[src/rtl/rom_loader.sv]
// Byte-stream loader for the instruction ROM write port; holds the core in reset while loading.
// Optional trailing checksum byte is enabled by defining ROM_LOADER_CSUM_EN.
module rom_loader #(
  parameter logic [31:0] BASE_ADDR = 32'h0000_0000,
  parameter int          MEM_NUM   = 4096
) (
  input  logic        clk,
  input  logic        rstn,
  input  logic        start,
  input  logic        s_valid,
  input  logic [7:0]  s_data,
  output logic        s_ready,
  output logic        wen,
  output logic [31:0] w_addr,
  output logic [31:0] w_data,
  output logic        busy,
  output logic        done,
  output logic        err,
  output logic        cpu_hold
);

  localparam int IW = $clog2(MEM_NUM + 1);

`ifdef ROM_LOADER_CSUM_EN
  typedef enum logic [2:0] {
    IDLE, LEN, DATA, WRITE, CSUM, DONE
  } state_t;
`else
  typedef enum logic [2:0] {
    IDLE, LEN, DATA, WRITE, DONE
  } state_t;
`endif

  state_t          state;
  logic [1:0]      bcnt;
  logic [31:0]     len;
  logic [31:0]     sh;
  logic [IW-1:0]   widx;
`ifdef ROM_LOADER_CSUM_EN
  logic [7:0]      sum;
`endif

  logic        acc;
  logic [31:0] len_nx;
  logic [31:0] sh_nx;
  logic        last;

  assign acc    = s_valid && s_ready;
  // Shifting in from the top leaves the first byte in [7:0].
  assign len_nx = {s_data, len[31:8]};
  assign sh_nx  = {s_data, sh[31:8]};
  assign last   = (32'(widx) + 32'd1) == len;

  always_ff @(posedge clk or negedge rstn) begin
    if (!rstn) begin
      state    <= IDLE;
      bcnt     <= '0;
      len      <= '0;
      sh       <= '0;
      widx     <= '0;
`ifdef ROM_LOADER_CSUM_EN
      sum      <= '0;
`endif
      s_ready  <= 1'b0;
      wen      <= 1'b0;
      w_addr   <= '0;
      w_data   <= '0;
      busy     <= 1'b0;
      done     <= 1'b0;
      err      <= 1'b0;
      cpu_hold <= 1'b0;
    end else begin
      wen  <= 1'b0;
      done <= 1'b0;
      unique case (state)
        IDLE: begin
          if (start) begin
            state    <= LEN;
            busy     <= 1'b1;
            cpu_hold <= 1'b1;
            s_ready  <= 1'b1;
            err      <= 1'b0;
            bcnt     <= '0;
            widx     <= '0;
            len      <= '0;
`ifdef ROM_LOADER_CSUM_EN
            sum      <= '0;
`endif
          end
        end
        LEN: begin
          if (acc) begin
            len  <= len_nx;
            bcnt <= bcnt + 2'd1;
            if (bcnt == 2'd3) begin
              if (len_nx > 32'(MEM_NUM)) begin
                err      <= 1'b1;
                state    <= DONE;
                s_ready  <= 1'b0;
                busy     <= 1'b0;
                cpu_hold <= 1'b0;
                done     <= 1'b1;
              end else if (len_nx == 32'd0) begin
`ifdef ROM_LOADER_CSUM_EN
                state    <= CSUM;
`else
                state    <= DONE;
                s_ready  <= 1'b0;
                busy     <= 1'b0;
                cpu_hold <= 1'b0;
                done     <= 1'b1;
`endif
              end else begin
                state <= DATA;
              end
            end
          end
        end
        DATA: begin
          if (acc) begin
            sh   <= sh_nx;
            bcnt <= bcnt + 2'd1;
`ifdef ROM_LOADER_CSUM_EN
            sum  <= sum + s_data;
`endif
            if (bcnt == 2'd3) begin
              state   <= WRITE;
              s_ready <= 1'b0;
              wen     <= 1'b1;
              w_addr  <= BASE_ADDR + (32'(widx) << 2);
              w_data  <= sh_nx;
            end
          end
        end
        WRITE: begin
          widx <= widx + IW'(1);
          if (last) begin
`ifdef ROM_LOADER_CSUM_EN
            state    <= CSUM;
            s_ready  <= 1'b1;
`else
            state    <= DONE;
            busy     <= 1'b0;
            cpu_hold <= 1'b0;
            done     <= 1'b1;
`endif
          end else begin
            state   <= DATA;
            s_ready <= 1'b1;
          end
        end
`ifdef ROM_LOADER_CSUM_EN
        CSUM: begin
          if (acc) begin
            if (s_data != sum)
              err <= 1'b1;
            state    <= DONE;
            s_ready  <= 1'b0;
            busy     <= 1'b0;
            cpu_hold <= 1'b0;
            done     <= 1'b1;
          end
        end
`endif
        DONE: state <= IDLE;
        default: state <= IDLE;
      endcase
    end
  end

endmodule

[config.mk]
export PLATFORM = sky130hd
export DESIGN_NAME = rom_loader
export DESIGN_NICKNAME = d
export VERILOG_FILES = /design/src/rtl/rom_loader.sv
export SDC_FILE = /design/constraint.sdc
export NUM_CORES = 1
export LEC_CHECK = 0
export BUFFER_PORTS_ARGS = -buffer_cell sky130_fd_sc_hd__buf_2
export CAP_MARGIN = 20
export CORE_MARGIN = 1.5
export CORE_UTILIZATION = 45
export DETAILED_ROUTE_END_ITERATION = 10
export GPL_TIMING_DRIVEN = 0
export MAX_ROUTING_LAYER = met4
export PLACE_DENSITY = 0.8
export SYNTH_ARGS = -nofsm -noshare
export SYNTH_HDL_FRONTEND = slang
export SYNTH_SLANG_ARGS = --single-unit
[constraint.sdc]
create_clock -name clk -period 2.6 [get_ports clk]
set_input_delay 0.52 -clock clk [delete_from_list [all_inputs] [get_ports clk]]
set_output_delay 0.52 -clock clk [all_outputs]
set_load 0.01 [all_outputs]
After elaboration in Yosys (flattened, before gate mapping)

Cells that the tools add are included.

Memories: 0
Bits in read-only memories: 0
Register bits after elaboration: 132
Bits in latches: 0
Bits in writable memories: 0
Input port bits: 12

Shifts and indexed selects: 0
Order comparisons: 1
Multiply operators: 0
Equal/unequal tests: 15
Div/mod/pow operators: 0
Mux-type cells: 42
$add $sub $neg: 3
Reduce and logical (&&, ||, !) cells: 18
Bitwise gates (word level): 0

Operator list:

| kind                                                                               | number |
|---|---|
| 32-bit 2-to-1 mux                                                                  | 2 |
| 32-bit one-hot mux with 2 select lines                                             | 1 |
| 14-bit by 32-bit == test with 1-bit output                                         | 1 |
| 32-bit by 13-bit greater-than comparator with 1-bit output (second input constant) | 1 |
| 32-bit zero test                                                                   | 1 |
| 13-bit one-hot mux with 2 select lines                                             | 1 |
| 3-bit 2-to-1 mux                                                                   | 8 |
| 1-bit 2-to-1 mux                                                                   | 21 |
| 2-bit inequality test (second input constant)                                      | 8 |
| 13-bit by 1-bit adder with 14-bit output (second input constant)                   | 1 |
| 13-bit by 1-bit adder with 13-bit output (second input constant)                   | 1 |
| 13-bit 2-to-1 mux                                                                  | 1 |
| 3-bit one-hot mux with 4 select lines                                              | 1 |
| 5-bit AND reduction                                                                | 2 |
| 3-bit AND reduction                                                                | 3 |
| 8-bit AND reduction                                                                | 1 |
| 3-bit by 2-bit == test with 1-bit output (second input constant)                   | 2 |
| 6-bit AND reduction                                                                | 1 |
| 2-bit nonzero test                                                                 | 3 |
| 2-bit 2-to-1 mux                                                                   | 2 |
| 1-bit one-hot mux with 2 select lines                                              | 2 |
| 1-bit one-hot mux with 4 select lines                                              | 1 |
| 2-bit one-hot mux with 2 select lines                                              | 1 |
| 2-bit AND reduction                                                                | 2 |
| 11 further kinds                                                                   | 11 |

Longest topological paths before layout

Depth after elaboration: 6
Gate-level depth with buffers: 8
Gate-level depth less buffers: 7

Worst setup path after synthesis

No wires, ideal clock.

Path type: register -> register
Start: register widx[0]
End: register s_ready
Setup time: 0.087 ns
Setup slack: 0.168 ns
Stages on the path, launching flop included: 8
Data required time: 2.513 ns
Arrival: 2.345 ns
Path through: dfrtp_1 > ha_1 > nand3_2 > buf_6 > or3_2 > a2111o_1 > or4_1 > o211ai_1

Longest elaborated chain between the ends: 4

RTL lines:

| item                                       | line | text |
|---|---|---|
| start: declaration                         | 38   | `logic [IW-1:0] widx;` |
| start signal: assignment                   | 136  | `widx <= widx + IW'(1);` |
| 13-bit by 1-bit adder with 14-bit output   | 52   | `assign last = (32'(widx) + 32'd1) == len;` |
| 14-bit by 32-bit == test with 1-bit output | 52   |  |
| 2-bit inequality test (no source line)     | n/a  |  |
| 8-bit AND reduction (no source line)       | n/a  |  |
| end signal: assignment                     | 64   | `s_ready <= 1'b0;` |
| end signal: assignment                     | 81   | `s_ready <= 1'b1;` |
| end signal: assignment                     | 99   | `s_ready <= 1'b0;` |
| end: declaration                           | 12   | `output logic s_ready,` |

Every way passes these cells.
A chain may end at the register's enable or synchronous reset.

Worst setup path after layout

Start: register widx[1]
End: register s_ready

The elaborated chain is that of the path after synthesis.

==> impl_metrics.yaml <==
timing:
  fmax_mhz: 404
  hold_violations: 0
  period_minus_slack_ns: 2.47
  worst_slack_ns: 0.125
  rsz0062_at_grt: "false"
  fin_tns_setup_ns: 0
  relSlewSlack_pct: 51.9
  final-setup-viol-count: 0
  finalMaxSlewViolations: 0
  fin_crit_sh_pct: 95.2
  clock_skew_ns: 0.00902
  tightest_slew_ns: 0.722
detailed_routing:
  route.final.wire_length_um: 12700
  num_vias: 4038
  wire_per_inst_um: 17.6
  post_drt_via_cell_ratio: 5.61
  drc: 0
  dr.pass1.iters: 5
  drtIter0Drc: 220
  ant_nets: 0
worst_setup_path:
  cp_top_family: "simple AND/OR/NAND/NOR gates"
  end_kind: "flop"
  path_class: "reg2reg"
  cp.required_ns: 2.93
  cp.arrival_ns: 2.80
  path_cells: "ha_4 > nand3_2 > buf_6 > or3_2 > o2bb2ai_1 > a2111o_1 > or4_4 > o211ai_1"
  crit_buf_inv: 1
  cpMaxStageDelayCell: "or3_2"
  path_max_fanout: 9
  start_kind: "flop"
  cp_slowest_stage_delay_ns: 0.44
global_route:
  grt_antenna_before_repair: 0
  grt_use_total_pct: 21.1
  overflow: 0
  grt_pass1_wl_um: 20500
  grt_pass1_vias: 4074
  grt_max_degree: 97
placed_design:
  port_buffers: 62
  placed_area_sq_um: 6140
  gp_congestion: 0.867
  place_hpwl_um: 8400
  place_ws_ns: -0.195
synth:
  synth.mux.area_fraction_pct: 13.8
  syn_inst: 454
  avgSynthCellArea_sq_um: 12.2
  ys_seq_area_share_pct: 55.9
  ys_ff_latch: 124
  yosysWarningCount: 0
  synthFlopType: "dfrtp_1"
  synth_compound_area_share_pct: 11.7
  synth_adder_area_share_pct: 0.451
  synth-simple-area-share_pct: 9.52
  synth_top_family_by_area: "multiplexers"
  synth_edf_count: 0
  yosysUniqueCellTypes: 57
  synth_xor_area_share_pct: 2.98
  synth_area_sq_um: 5550
  synth-async-reset-ratio_pct: 100
floorplan:
  row_count: 40
  die_w_um: 114
  design.core.area_sq_um: 12000
  start_util_pct: 46.2
  pin_count: 82
  fp.dieH_um: 114
  die_area_sq_um: 13000
power:
  leakage_nw: 3.45
  ir_drop_uv: 538
  power_mw: 6.13
  powerDensity_nw_per_um2: 904
clock_network:
  root_buffer: "clkbuf_16"
  cts_buffer_depth: 2
  cts.clk_slew.worst_paths_ns: 0.05
  htree_levels: 4
  cts_inserted_buffers: 17
  clock_latency_ns: 0.42
  cts.sinks: 124
  cts_tree: "built"
status:
  status: "complete, no violations"
layout:
  area_delta_synth_final_pct: 22.2
  utilization_pct: 56.4
  fin_area_sq_um: 6780
  n_antenna_cell: 0
  drive_gt1_share_pct: 37.3
  fin_nets: 574
worst_hold_path:
  hold_path.class: "in2reg"
job:
  cap_viol_max_count: 0
==> layout make-up <==
| type | instances | area (sq um) |
|---|---|---|
| repair buffers | 69 | 392 |
| clock buffers | 20 | 457 |
| multi-input cells | 292 | 2240 |
| flip-flops and latches | 124 | 3110 |
| plain buffers | 50 | 284 |
| well taps | 147 | 184 |
| clock inverters | 12 | 90.1 |
| inverters | 6 | 22.5 |
| fillers | 964 | 5230 |
==> power breakdown <==
group	internal (mW)	switching, mW	total (mW)	leakage [nW]
logic	0.652	0.788	1.44	1.51
clock network	1.27	0.882	2.15	0.263
registers	2.22	0.315	2.53	1.68
total	4.14	1.99	6.13	3.45
==> kinds of logic after synthesis <==
kind of cell,Yosys count
DFF,124
and+or+nand+nor,97
AOI/OAI and AO/OA,88
muxes,68
buffers and inverters,56
xor gates and xnor gates,18
adders and majority gates,2
other,1
==> synth_stat cells, drive strengths merged, types with 2 or more instances <==
| master | n | area, sq um |
|---|---|---|
| a2111oi | 2 | 17.5 |
| a21oi | 3 | 15.0 |
| a221o | 2 | 20.0 |
| a22o | 33 | 289 |
| a31oi | 6 | 37.5 |
| and2 | 3 | 18.8 |
| and3 | 7 | 46.3 |
| and3b | 2 | 17.5 |
| buf | 26 | 191 |
| clkbuf | 24 | 91.3 |
| dfrtp | 124 | 3100 |
| ha | 2 | 25.0 |
| inv | 6 | 22.5 |
| mux2 | 68 | 766 |
| nand2 | 24 | 92.6 |
| nand3 | 3 | 20.0 |
| nand3b | 2 | 15.0 |
| nand4 | 6 | 37.5 |
| nor2 | 19 | 71.3 |
| nor3 | 7 | 35.0 |
| nor4 | 10 | 68.8 |
| o211ai | 2 | 15.0 |
| o21ai | 24 | 120 |
| o31ai | 5 | 37.5 |
| or2 | 3 | 18.8 |
| or3 | 3 | 22.5 |
| or4 | 2 | 15.0 |
| xnor2 | 10 | 87.6 |
| xor2 | 8 | 77.6 |
==> worst register-to-register path, cell delays in order (launching register included) <==
cell and delay (ns):
dfrtp_2 0.42, ha_4 0.18, nand3_2 0.10, buf_6 0.16, or3_2 0.44, o2bb2ai_1 0.14, a2111o_1 0.41, or4_4 0.43
o211ai_1 0.10
==> sequential cells by signal, summed over array words and instances (netlist names), 2 cells and up <==
| signal | cells |
|---|---|
| state | 3 |
| w_addr | 13 |
| bcnt | 2 |
| sh | 24 |
| len | 32 |
| w_data | 32 |
| widx | 13 |
==> timing repair <==
action / 4_1_cts / 5_1_grt
resized for setup: 5 / 7
hold endpoints to repair: 28 / 0
setup buffers: 0 / 5
hold buffers: 1 / 0
pin swaps: 0 / 5
setup endpoints to repair: 31 / 14
==> per-stage QoR <==
stage | instances | hold WS [ns]
after floorplan | 472 | 0.224
after global placement | 681 | 0.482
after detailed placement | 682 | 0.405
after CTS | 715 | 0.383
after global routing | 720 | 0.402
final | 720 | 0.389
==> metal layers <==
layer | vias to the layer above | track usage (%) | part of all wire (%)
met5 | - | - | 0
met2 | 152 | 35.1 | 51
met1 | 2019 | 24.1 | 41
met4 | 0 | 7.50 | 1.7
li1 | 1842 | - | -
met3 | 25 | 6.96 | 6.0
==> final timing paths <==
kind                           start   endpoint  slack [ns]  depth (start not counted)
setup / recovery             widx[1]    s_ready        0.13                          8
hold / removal             s_data[4]    len[28]        0.39                          2
setup reg to reg             widx[1]    s_ready        0.13                          8
hold reg to reg            w_addr[8]  w_addr[8]        0.50                          1
max in group asynchronous       rstn    widx[1]        1.31                          3
min in group asynchronous       rstn     sh[21]        0.53                          2
==> cell usage in the layout (no fill, tap or decap), types with 17 or more instances in the layout <==
cell,count
dfrtp_1,122
mux2_2,68
o21ai_0,22
clkbuf_16,17
buf_4,27
conb_1,19
clkbuf_1,23
nor2_1,19
nand2_1,23
a22o_1,33
buf_2,64
No activity file was read; power rests on OpenSTA's default activity.
